==> config.mk <==
export PLATFORM = sky130hd
export DESIGN_NAME = snake_game_ctrl_flat
export DESIGN_NICKNAME = d
export VERILOG_FILES = /design/src/rtl/snake_pkg.sv /design/src/rtl/snake_game_ctrl_if.sv /design/src/rtl/snake_step_timer.sv /design/src/rtl/snake_game_ctrl.sv /design/src/flat_wrapper.sv
export SDC_FILE = /design/constraint.sdc
export NUM_CORES = 1
export LEC_CHECK = 0
export BUFFER_PORTS_ARGS = -buffer_cell sky130_fd_sc_hd__buf_4
export CORE_MARGIN = 5
export CORE_UTILIZATION = 46
export CTS_BUF_LIST = sky130_fd_sc_hd__clkbuf_8
export CTS_CLUSTER_DIAMETER = 30
export CTS_CLUSTER_SIZE = 40
export DETAILED_ROUTE_END_ITERATION = 8
export HOLD_SLACK_MARGIN = 0.05
export PLACE_DENSITY = 0.74
export SYNTH_ARGS = -nofsm -noshare
export SYNTH_HDL_FRONTEND = slang
export SYNTH_HIERARCHICAL = 1
export SYNTH_SLANG_ARGS = --single-unit
==> constraint.sdc <==
create_clock -name clk -period 3.7 [get_ports clk]
set_input_delay 0.555 -clock clk [delete_from_list [all_inputs] [get_ports clk]]
set_output_delay 0.555 -clock clk [all_outputs]
set_load 0.1 [all_outputs]
==> src/rtl/snake_pkg.sv <==
// Shared types and constants for the snake game controller: FSM states,
// direction encoding, PS/2 make codes and default grid size.
package snake_pkg;

  typedef enum logic [2:0] {
    ST_BLACK = 3'd0,
    ST_INIT  = 3'd1,
    ST_RUN   = 3'd2,
    ST_PAUSE = 3'd3,
    ST_DEAD  = 3'd4
  } state_e;

  typedef enum logic [1:0] {
    DIR_UP    = 2'd0,
    DIR_DOWN  = 2'd1,
    DIR_LEFT  = 2'd2,
    DIR_RIGHT = 2'd3
  } dir_e;

  localparam logic [7:0] KEY_UP    = 8'h75;
  localparam logic [7:0] KEY_DOWN  = 8'h72;
  localparam logic [7:0] KEY_LEFT  = 8'h6B;
  localparam logic [7:0] KEY_RIGHT = 8'h74;
  localparam logic [7:0] KEY_ENTER = 8'h5A;
  localparam logic [7:0] KEY_SPACE = 8'h29;
  localparam logic [7:0] KEY_ESC   = 8'h76;

  localparam int GRID_W_DEF = 64;
  localparam int GRID_H_DEF = 48;

  // Opposite directions differ only in bit 0 (UP/DOWN, LEFT/RIGHT).
  function automatic logic is_reverse(dir_e a, dir_e b);
    return (a ^ b) == 2'b01;
  endfunction

endpackage

==> src/rtl/snake_game_ctrl_if.sv <==
// Signal bundle between the game controller and the snake datapath/pixel logic.
// Single-cycle pulse semantics: frame_pulse, key_valid, step and died are
// qualifiers valid for exactly the cycle they are high; there is no back-pressure.
interface snake_game_ctrl_if;
  logic       frame_pulse;
  logic       key_valid;
  logic [7:0] key_code;
  logic [6:0] head_x;
  logic [5:0] head_y;
  logic       self_hit;
  logic [2:0] state;
  logic       init_snake;
  logic       screen_black;
  logic       screen_pause;
  logic       step;
  logic [1:0] dir;
  logic       died;

  modport master (
    input  frame_pulse, key_valid, key_code, head_x, head_y, self_hit,
    output state, init_snake, screen_black, screen_pause, step, dir, died
  );

  modport slave (
    output frame_pulse, key_valid, key_code, head_x, head_y, self_hit,
    input  state, init_snake, screen_black, screen_pause, step, dir, died
  );
endinterface

==> src/rtl/snake_step_timer.sv <==
// Frame divider: emits a one-cycle step after every FRAMES_PER_STEP counted
// frame pulses; the count holds while enable is low.
module snake_step_timer #(
  parameter int FRAMES_PER_STEP = 6
) (
  input  logic clk,
  input  logic rst_n,
  input  logic enable,
  input  logic clear,
  input  logic frame_pulse,
  output logic step
);

  localparam logic [5:0] LAST = 6'(FRAMES_PER_STEP - 1);

  logic [5:0] count_q, count_d;
  logic       step_q, step_d;

  always_comb begin
    count_d = count_q;
    step_d  = 1'b0;
    if (clear) begin
      count_d = 6'd0;
    end else if (enable && frame_pulse) begin
      if (count_q == LAST) begin
        count_d = 6'd0;
        step_d  = 1'b1;
      end else begin
        count_d = count_q + 6'd1;
      end
    end
  end

  always_ff @(posedge clk or negedge rst_n) begin
    if (!rst_n) begin
      count_q <= 6'd0;
      step_q  <= 1'b0;
    end else begin
      count_q <= count_d;
      step_q  <= step_d;
    end
  end

  assign step = step_q;

endmodule

==> src/rtl/snake_game_ctrl.sv <==
// Snake game sequencer: game-state FSM, arrow-key direction latch with
// reversal protection, and wall/self collision checking after each step.
module snake_game_ctrl
  import snake_pkg::*;
#(
  parameter int FRAMES_PER_STEP = 6,
  parameter int GRID_W          = GRID_W_DEF,
  parameter int GRID_H          = GRID_H_DEF
) (
  input logic               clk,
  input logic               rst_n,
  snake_game_ctrl_if.master bus
);

  state_e state_q, state_d;
  dir_e   dir_q, dir_d, pend_q, pend_d;
  logic   check_q, check_d;
  logic   died_q, died_d;
  logic   step;
  logic   timer_en, timer_clr;

  logic   key_esc, key_enter, key_space, key_arrow, hit;
  dir_e   arrow_dir;

  always_comb begin
    key_esc   = bus.key_valid && (bus.key_code == KEY_ESC);
    key_enter = bus.key_valid && (bus.key_code == KEY_ENTER);
    key_space = bus.key_valid && (bus.key_code == KEY_SPACE);
    key_arrow = 1'b0;
    arrow_dir = DIR_RIGHT;
    if (bus.key_valid) begin
      unique case (bus.key_code)
        KEY_UP:    begin key_arrow = 1'b1; arrow_dir = DIR_UP;    end
        KEY_DOWN:  begin key_arrow = 1'b1; arrow_dir = DIR_DOWN;  end
        KEY_LEFT:  begin key_arrow = 1'b1; arrow_dir = DIR_LEFT;  end
        KEY_RIGHT: begin key_arrow = 1'b1; arrow_dir = DIR_RIGHT; end
        default:   key_arrow = 1'b0;
      endcase
    end
  end

  // check_q marks the cycle after a step, when the datapath shows the new head.
  assign hit = check_q && (state_q == ST_RUN) &&
               ((bus.head_x >= 7'(GRID_W)) || (bus.head_y >= 6'(GRID_H)) ||
                bus.self_hit);

  always_comb begin
    state_d = state_q;
    died_d  = 1'b0;
    unique case (state_q)
      ST_BLACK: if (key_enter) state_d = ST_INIT;
      ST_INIT:  state_d = ST_RUN;
      ST_RUN: begin
        if (hit) begin
          state_d = ST_DEAD;
          died_d  = 1'b1;
        end else if (key_space) begin
          state_d = ST_PAUSE;
        end
      end
      ST_PAUSE: if (key_space) state_d = ST_RUN;
      ST_DEAD:  if (key_enter) state_d = ST_INIT;
      default:  state_d = ST_BLACK;
    endcase
    if (key_esc) begin
      state_d = ST_BLACK;
      died_d  = 1'b0;
    end
  end

  // A step commits the pending direction held before this cycle's key.
  always_comb begin
    dir_d   = dir_q;
    pend_d  = pend_q;
    check_d = step && (state_q == ST_RUN);
    if (step) dir_d = pend_q;
    if ((state_q == ST_RUN) && key_arrow && !is_reverse(arrow_dir, dir_q))
      pend_d = arrow_dir;
    if (state_d == ST_INIT) begin
      dir_d  = DIR_RIGHT;
      pend_d = DIR_RIGHT;
    end
  end

  always_ff @(posedge clk or negedge rst_n) begin
    if (!rst_n) begin
      state_q <= ST_BLACK;
      dir_q   <= DIR_RIGHT;
      pend_q  <= DIR_RIGHT;
      check_q <= 1'b0;
      died_q  <= 1'b0;
    end else begin
      state_q <= state_d;
      dir_q   <= dir_d;
      pend_q  <= pend_d;
      check_q <= check_d;
      died_q  <= died_d;
    end
  end

  assign timer_en  = (state_q == ST_RUN);
  assign timer_clr = (state_d == ST_INIT);

  snake_step_timer #(
    .FRAMES_PER_STEP(FRAMES_PER_STEP)
  ) u_timer (
    .clk        (clk),
    .rst_n      (rst_n),
    .enable     (timer_en),
    .clear      (timer_clr),
    .frame_pulse(bus.frame_pulse),
    .step       (step)
  );

  assign bus.state        = state_q;
  assign bus.init_snake   = (state_q == ST_INIT);
  assign bus.screen_black = (state_q == ST_BLACK);
  assign bus.screen_pause = (state_q == ST_PAUSE) || (state_q == ST_DEAD);
  assign bus.step         = step;
  assign bus.dir          = dir_q;
  assign bus.died         = died_q;

endmodule

==> src/flat_wrapper.sv <==
// flat-port wrapper written by rule: the top's interface ports become plain ports
module snake_game_ctrl_flat import snake_pkg::*;
#(
  parameter int FRAMES_PER_STEP = 6,
  parameter int GRID_W          = GRID_W_DEF,
  parameter int GRID_H          = GRID_H_DEF
)
  (clk, rst_n, bus_frame_pulse, bus_key_valid, bus_key_code, bus_head_x, bus_head_y, bus_self_hit, bus_state, bus_init_snake, bus_screen_black, bus_screen_pause, bus_step, bus_dir, bus_died);
  snake_game_ctrl_if bus_i ();
  input logic clk;
  input logic rst_n;
  input wire logic [$bits(bus_i.frame_pulse)-1:0] bus_frame_pulse;
  input wire logic [$bits(bus_i.key_valid)-1:0] bus_key_valid;
  input wire logic [$bits(bus_i.key_code)-1:0] bus_key_code;
  input wire logic [$bits(bus_i.head_x)-1:0] bus_head_x;
  input wire logic [$bits(bus_i.head_y)-1:0] bus_head_y;
  input wire logic [$bits(bus_i.self_hit)-1:0] bus_self_hit;
  output wire logic [$bits(bus_i.state)-1:0] bus_state;
  output wire logic [$bits(bus_i.init_snake)-1:0] bus_init_snake;
  output wire logic [$bits(bus_i.screen_black)-1:0] bus_screen_black;
  output wire logic [$bits(bus_i.screen_pause)-1:0] bus_screen_pause;
  output wire logic [$bits(bus_i.step)-1:0] bus_step;
  output wire logic [$bits(bus_i.dir)-1:0] bus_dir;
  output wire logic [$bits(bus_i.died)-1:0] bus_died;
  assign bus_i.frame_pulse = bus_frame_pulse;
  assign bus_i.key_valid = bus_key_valid;
  assign bus_i.key_code = bus_key_code;
  assign bus_i.head_x = bus_head_x;
  assign bus_i.head_y = bus_head_y;
  assign bus_i.self_hit = bus_self_hit;
  assign bus_state = bus_i.state;
  assign bus_init_snake = bus_i.init_snake;
  assign bus_screen_black = bus_i.screen_black;
  assign bus_screen_pause = bus_i.screen_pause;
  assign bus_step = bus_i.step;
  assign bus_dir = bus_i.dir;
  assign bus_died = bus_i.died;
  snake_game_ctrl #(.FRAMES_PER_STEP(FRAMES_PER_STEP), .GRID_W(GRID_W), .GRID_H(GRID_H)) u_core (.clk(clk), .rst_n(rst_n), .bus(bus_i));
endmodule
== Yosys cells after proc, flatten, opt, wreduce, memory -nomap -nowiden ==
Index checks and enable logic that the tools add are counted.
Cells by class
  $add $sub $neg: 1
  multiply operators: 0
  divide/modulo/power cells: 0
  $lt $le $gt $ge: 2
  equal/unequal tests: 14
  shift-type cells: 0
  multiplexer cells: 23
  bitwise logic cells: 1
  reductions and logical operators: 19
Operator list (count)
  $eq A8 B7 Y1 const B: 6
  $mux W6: 3
  $mux W3: 5
  $pmux W3 S4: 1
  $mux W2: 5
  $logic_and A1 B1 Y1: 9
  $eq A8 B6 Y1 const B: 1
  $mux W1: 8
  $ge A7 B7 Y1 const B: 1
  $add A6 B1 Y6 const B: 1
  $eq A3 B1 Y1 const B: 2
  $eq A3 B2 Y1 const B: 2
  $eq A6 B3 Y1 const B: 1
  $ge A6 B6 Y1 const B: 1
  $pmux W2 S3: 1
  $reduce_bool A2 Y1: 3
  $reduce_or A4 Y1: 1
  $eq A3 B3 Y1 const B: 1
  $logic_not A3 Y1: 1
  $logic_or A1 B1 Y1: 3
  $eq A2 B1 Y1 const B: 1
  $reduce_or A2 Y1: 1
  $xor A2 B2 Y2: 1
  $logic_not A1 Y1: 1
Storage, ports and cells
  register bits after elaboration: 16
  latch bits: 0
  bits in writable memories: 0
  bits in read-only memories: 0
  input port bits: 26
  logic and storage cells: 67
  memories kept: 0

== Depth between registers and ports, before layout ==
  depth in word-level cells: 9
  gate-level depth with buffers: 7

== By module ==
Netlist, hierarchy kept.
By module, submodules not included
  snake_game_ctrl: times used 1, cells each 74, area each 683.2 um2
  snake_step_timer: times used 1, cells each 41, area each 382.9 um2

== Worst setup path before layout ==
OpenSTA, ideal clock, no wires.
  kind: register -> output
  start point: register u_core.state_q[0], in the netlist u_core/bus.state[0]
  end point: output bus_init_snake
  arrival time: 3.481 ns
  path slack: -0.336 ns
  cell stages (with the launch flop): 3
  cells stage by stage: dfrtp_1 -> clkbuf_1 -> nor3b_1
On the way
  cells in the longest elaborated chain, start to end: 1
RTL lines
  from (decl): RTL line snake_game_ctrl.sv:15  | state_e state_q, state_d;
  from (signal assigned): RTL line snake_game_ctrl.sv:93  | state_q <= state_d;
  $eq A3 B1 Y1: RTL line snake_game_ctrl.sv:116  | assign bus.init_snake = (state_q == ST_INIT);
  to (decl): RTL line flat_wrapper.sv:19  | output wire logic [$bits(bus_i.init_snake)-1:0] bus_init_snake;
Every way passes these cells.

== Worst setup path in the final report ==
  start point: input bus_key_code[0]
  end point: register u_core.u_timer.count_q[5]
On the way
  cells in the longest elaborated chain, start to end: 8
  elaborated cells between the ends (all ways): 15
  classes of those cells: 4 x eq/ne; 7 x mux; 4 x reduce/logical
RTL lines
  from (decl): RTL line flat_wrapper.sv:14  | input wire logic [$bits(bus_i.key_code)-1:0] bus_key_code;
  $eq A8 B6 Y1: RTL line snake_game_ctrl.sv:28  | key_space = bus.key_valid && (bus.key_code == KEY_SPACE);
  $logic_and A1 B1 Y1: RTL line snake_game_ctrl.sv:28
  $mux W3: RTL line snake_game_ctrl.sv:57  | end else if (key_space) begin
  $mux W3: RTL line snake_game_ctrl.sv:54  | if (hit) begin
  $pmux W3 S4: RTL line snake_game_ctrl.sv:50  | unique case (state_q)
  $mux W3 (*): RTL line snake_game_ctrl.sv:65  | if (key_esc) begin
  $eq A3 B1 Y1 (*): RTL line snake_game_ctrl.sv:102  | assign timer_clr = (state_d == ST_INIT);
  net u_core.timer_clr: RTL line snake_game_ctrl.sv:20  | logic timer_en, timer_clr;
  $mux W6 or $reduce_bool A2 Y1 (tied branches)
  to (signal assigned): RTL line snake_step_timer.sv:39  | count_q <= count_d;
  to (decl): RTL line snake_step_timer.sv:16  | logic [5:0] count_q, count_d;
The timed path passes the listed nets; every way through them passes the cells marked *.
A chain may end at the register's enable or synchronous reset.

==> results.md <==
* Worst setup SP type: input pin
* Post-route setup TNS at 0 ps
* Max_cap viols at 0
* Critical path cell sequence: buf_4 -> or3b_4 -> nor3_4 -> nand2_2 -> clkinv_4 -> a21oi_2 -> or4_1 -> a21oi_1
* CTS tree: yes
* Worst Tran Pin Value at 512.6 ps
* Final WL at 2655 µm
* Avg Synthesized Cell Area at 9.270 µm²
* Worst setup endpoint: u_core/u_timer/count_q[5]
* CTS root buffer: clkbuf_8
* DP Cell Count at 167
* Final hold viol count at 0
* DIE AREA at 3380 µm²
* Cell Area, Synth at 1066 µm²
* Final nets at 172
* Status: completed
* Most numerous cell in the Yosys netlist: dfrtp_1
* Reg clk slew, reported paths at 70 ps
* DRC viols at 0
* Largest delay share family, worst path: simple AND/OR/NAND/NOR gates
* Critical Path Fanout Max at 13
* Critical Path RT at 3880 ps
* WL/cell at 15.53 µm
* Power per cell area at 341.8 nW/µm²
* Worst setup startpoint: bus_key_code[0]
* H-tree depth at 1
* Global-route wire length before repair at 4450 µm
* Final Cell Area at 1345 µm²
* Width of the die at 58.14 µm
* Area Overhead vs Synth at 26.17%
* Core area at 2212 µm²
* DP Wirelength at 1983 µm
* Post-CTS Setup Bufs at 0
* Tcrit/Tclk final at 0.5542
* Register bit total from synthesis at 16
* Number of I/O pins at 36
* Top cells by area, synth: dfrtp_1 (28%), dfstp_2 (9.9%), nand2_1 (3.5%)
* Post-Synthesis Cells at 115
* Fillers at 199
* Total gr overflow at 0
* Slew margin rel. at 0.6570
* Ys flop type: dfrtp_1
* Final ANT Viol Nets at 0
* Clock buffer depth at 2
* CTS Hold Bufs at 0
* CTS Sinks at 16
* Core Rows at 17
* Worst r2r dst: u_core/u_timer/count_q[5]
* Worst reg-to-reg path cell count at 5
* Vias in the first global route at 972
* Slowest cell on crit path: or4_1
* Antenna violations before repair at 0
* Kind of critical path: input pin to flip-flop
* Syn_nets at 143
* Leakage at 0.5719 nW
* CTS Buf Count at 3
* Post-synth top cells: dfrtp_1 (12), nand2_1 (10), a21oi_1 (7)
* Final min period at 2050 ps
* Share of layout cells above drive strength 1 at 0.3077
* Synth warnings at 6
* Die Y-Extent at 58.14 µm
* Critical path depth at 8
* Clk Latency, worst-skew pair at 250 ps
* Crit-path max cell delay at 510 ps
* PortBufs at 25
* Min-delay worst type: input pin to asynchronous set/reset pin
* Worst clock skew at 0.9489 ps
* GRT Util Overall at 0.1679
* Max Clock Freq at 0.4877 GHz
* Share of the synthesized area in the top cell type at 0.2817
* Vias at 1020
* WHS at 155.2 ps
* Global placement routability congestion at 0.7723
* Final Util at 0.6080
* Reg-to-reg slack, setup at 1690 ps
* Worst path bufs/invs at 2
* # setup viols final at 0
* Initial core utilization at 0.4819
* RR Startpoint: u_core/bus.state[2]
* Synth unique cells at 51
* DRT Pass-1 Iters at 4
* Final non-filler cell total at 171
* Largest net degree at the start of global routing at 17
* Average via count per standard cell at 5.965
* Ys async rst share at 1.000
* Sequential fraction of the synthesis area at 0.3803
* ANT cells at 0
* Placed cell area at 1290 µm²
* DR iter-0 viols at 35
* Critical Path Sink Type: flip-flop
* Peak VDD IR at 0.2911 mV
* Post_cts resized at 0
* Synth area leader: dfrtp_1
* Max-slew violation count at 0
* Critical Path AT at 2230 ps
* RSZ-0062 raised after global routing: no
* EDFF count, synth at 0
==> flip-flops by register name, summed over array words and instances, names as in the netlist <==
register,count
u_core/check_q,1
u_core/u_timer/count_q,6
u_core/pend_q,2
u_core/bus.state,3
u_core/u_timer/step,1
u_core/bus.died,1
u_core/bus.dir,2
==> worst min path at each step <==
stage                                           end  cells past startpoint   from
after CTS                       u_core/bus.state[2]                      1  rst_n
after global routing            u_core/bus.state[2]                      1  rst_n
final                     u_core/u_timer/count_q[3]                      1  rst_n
after detailed placement  u_core/u_timer/count_q[5]                      1  rst_n
after floorplan                     u_core/bus.died                      0  rst_n
after global placement          u_core/bus.state[2]                      1  rst_n
==> worst register-to-register path, stage by stage (launching register included) <==
cell and delay (ps):
dfrtp_1 460, nand2b_1 240, nor2_1 430, a21oi_2 150
or4_1 510, a21oi_1 150
==> cell usage in the layout, fill, tap and decap left out, drive strengths merged, types with 2 or more instances in the layout <==
| master | instances |
|---|---|
| mux2i | 2 |
| nand2 | 11 |
| nand3 | 2 |
| dfstp | 4 |
| or3 | 3 |
| a211oi | 4 |
| inv | 5 |
| nand3b | 2 |
| nand4b | 2 |
| a21oi | 8 |
| o21bai | 2 |
| nor2 | 6 |
| dfrtp | 12 |
| nand2b | 5 |
| clkbuf | 4 |
| o21ai | 6 |
| buf | 25 |
| ha | 2 |
| o211ai | 2 |
| nor4 | 2 |
| o31ai | 2 |
| nor2b | 2 |
| xnor2 | 2 |
| nor3 | 6 |
==> cell families (layout without fill, tap and decap cells) <==
group                      count (synthesis)  count (layout)  synth area share
AOI/OAI and AO/OA                         33              33            0.2207
muxes                                      3               3           0.02934
xor gates and xnor gates                   2               2           0.01643
and+or+nand+nor                           52              52            0.3005
buffers and inverters                      7              35           0.02934
DFF                                       16              16            0.3803
adders and majority gates                  2               2           0.02347
==> stage by stage <==
step           setup WS (ps)  total power, mW
6_report                1650           0.4598
5_1_grt                 1533           0.4804
4_1_cts                 1653           0.4651
3_5_place_dp            1394           0.3051
3_3_place_gp            1415           0.3028
2_1_floorplan          13.87           0.2684
==> area by class of cell <==
class / instances / area, µm² / share of cell area
Tap cell: 28 / 35.03 / 0.02605
Timing Repair Buffer: 25 / 187.7 / 0.1395
Inverter: 6 / 27.53 / 0.02047
Clock buffer: 4 / 55.05 / 0.04093
Multi-Input combinational cell: 92 / 634.4 / 0.4716
Sequential cell: 16 / 405.4 / 0.3014
==> power by group <==
part / switching (mW) / internal [mW]
Combinational: 0.0787 / 0.0324
Sequential: 0.00824 / 0.182
Clock: 0.0637 / 0.0944
==> metal layers <==
metal	part of all wire	vias up	wire [µm]	GRT usage
li1	-	495	-	-
met1	0.43	495	1129	0.2115
met2	0.51	26	1366	0.2855
met3	0.052	4	138	0.03786
met4	0.0079	0	21	0.04967
met5	0	-	0	0
(Power assumes the default switching activity.)
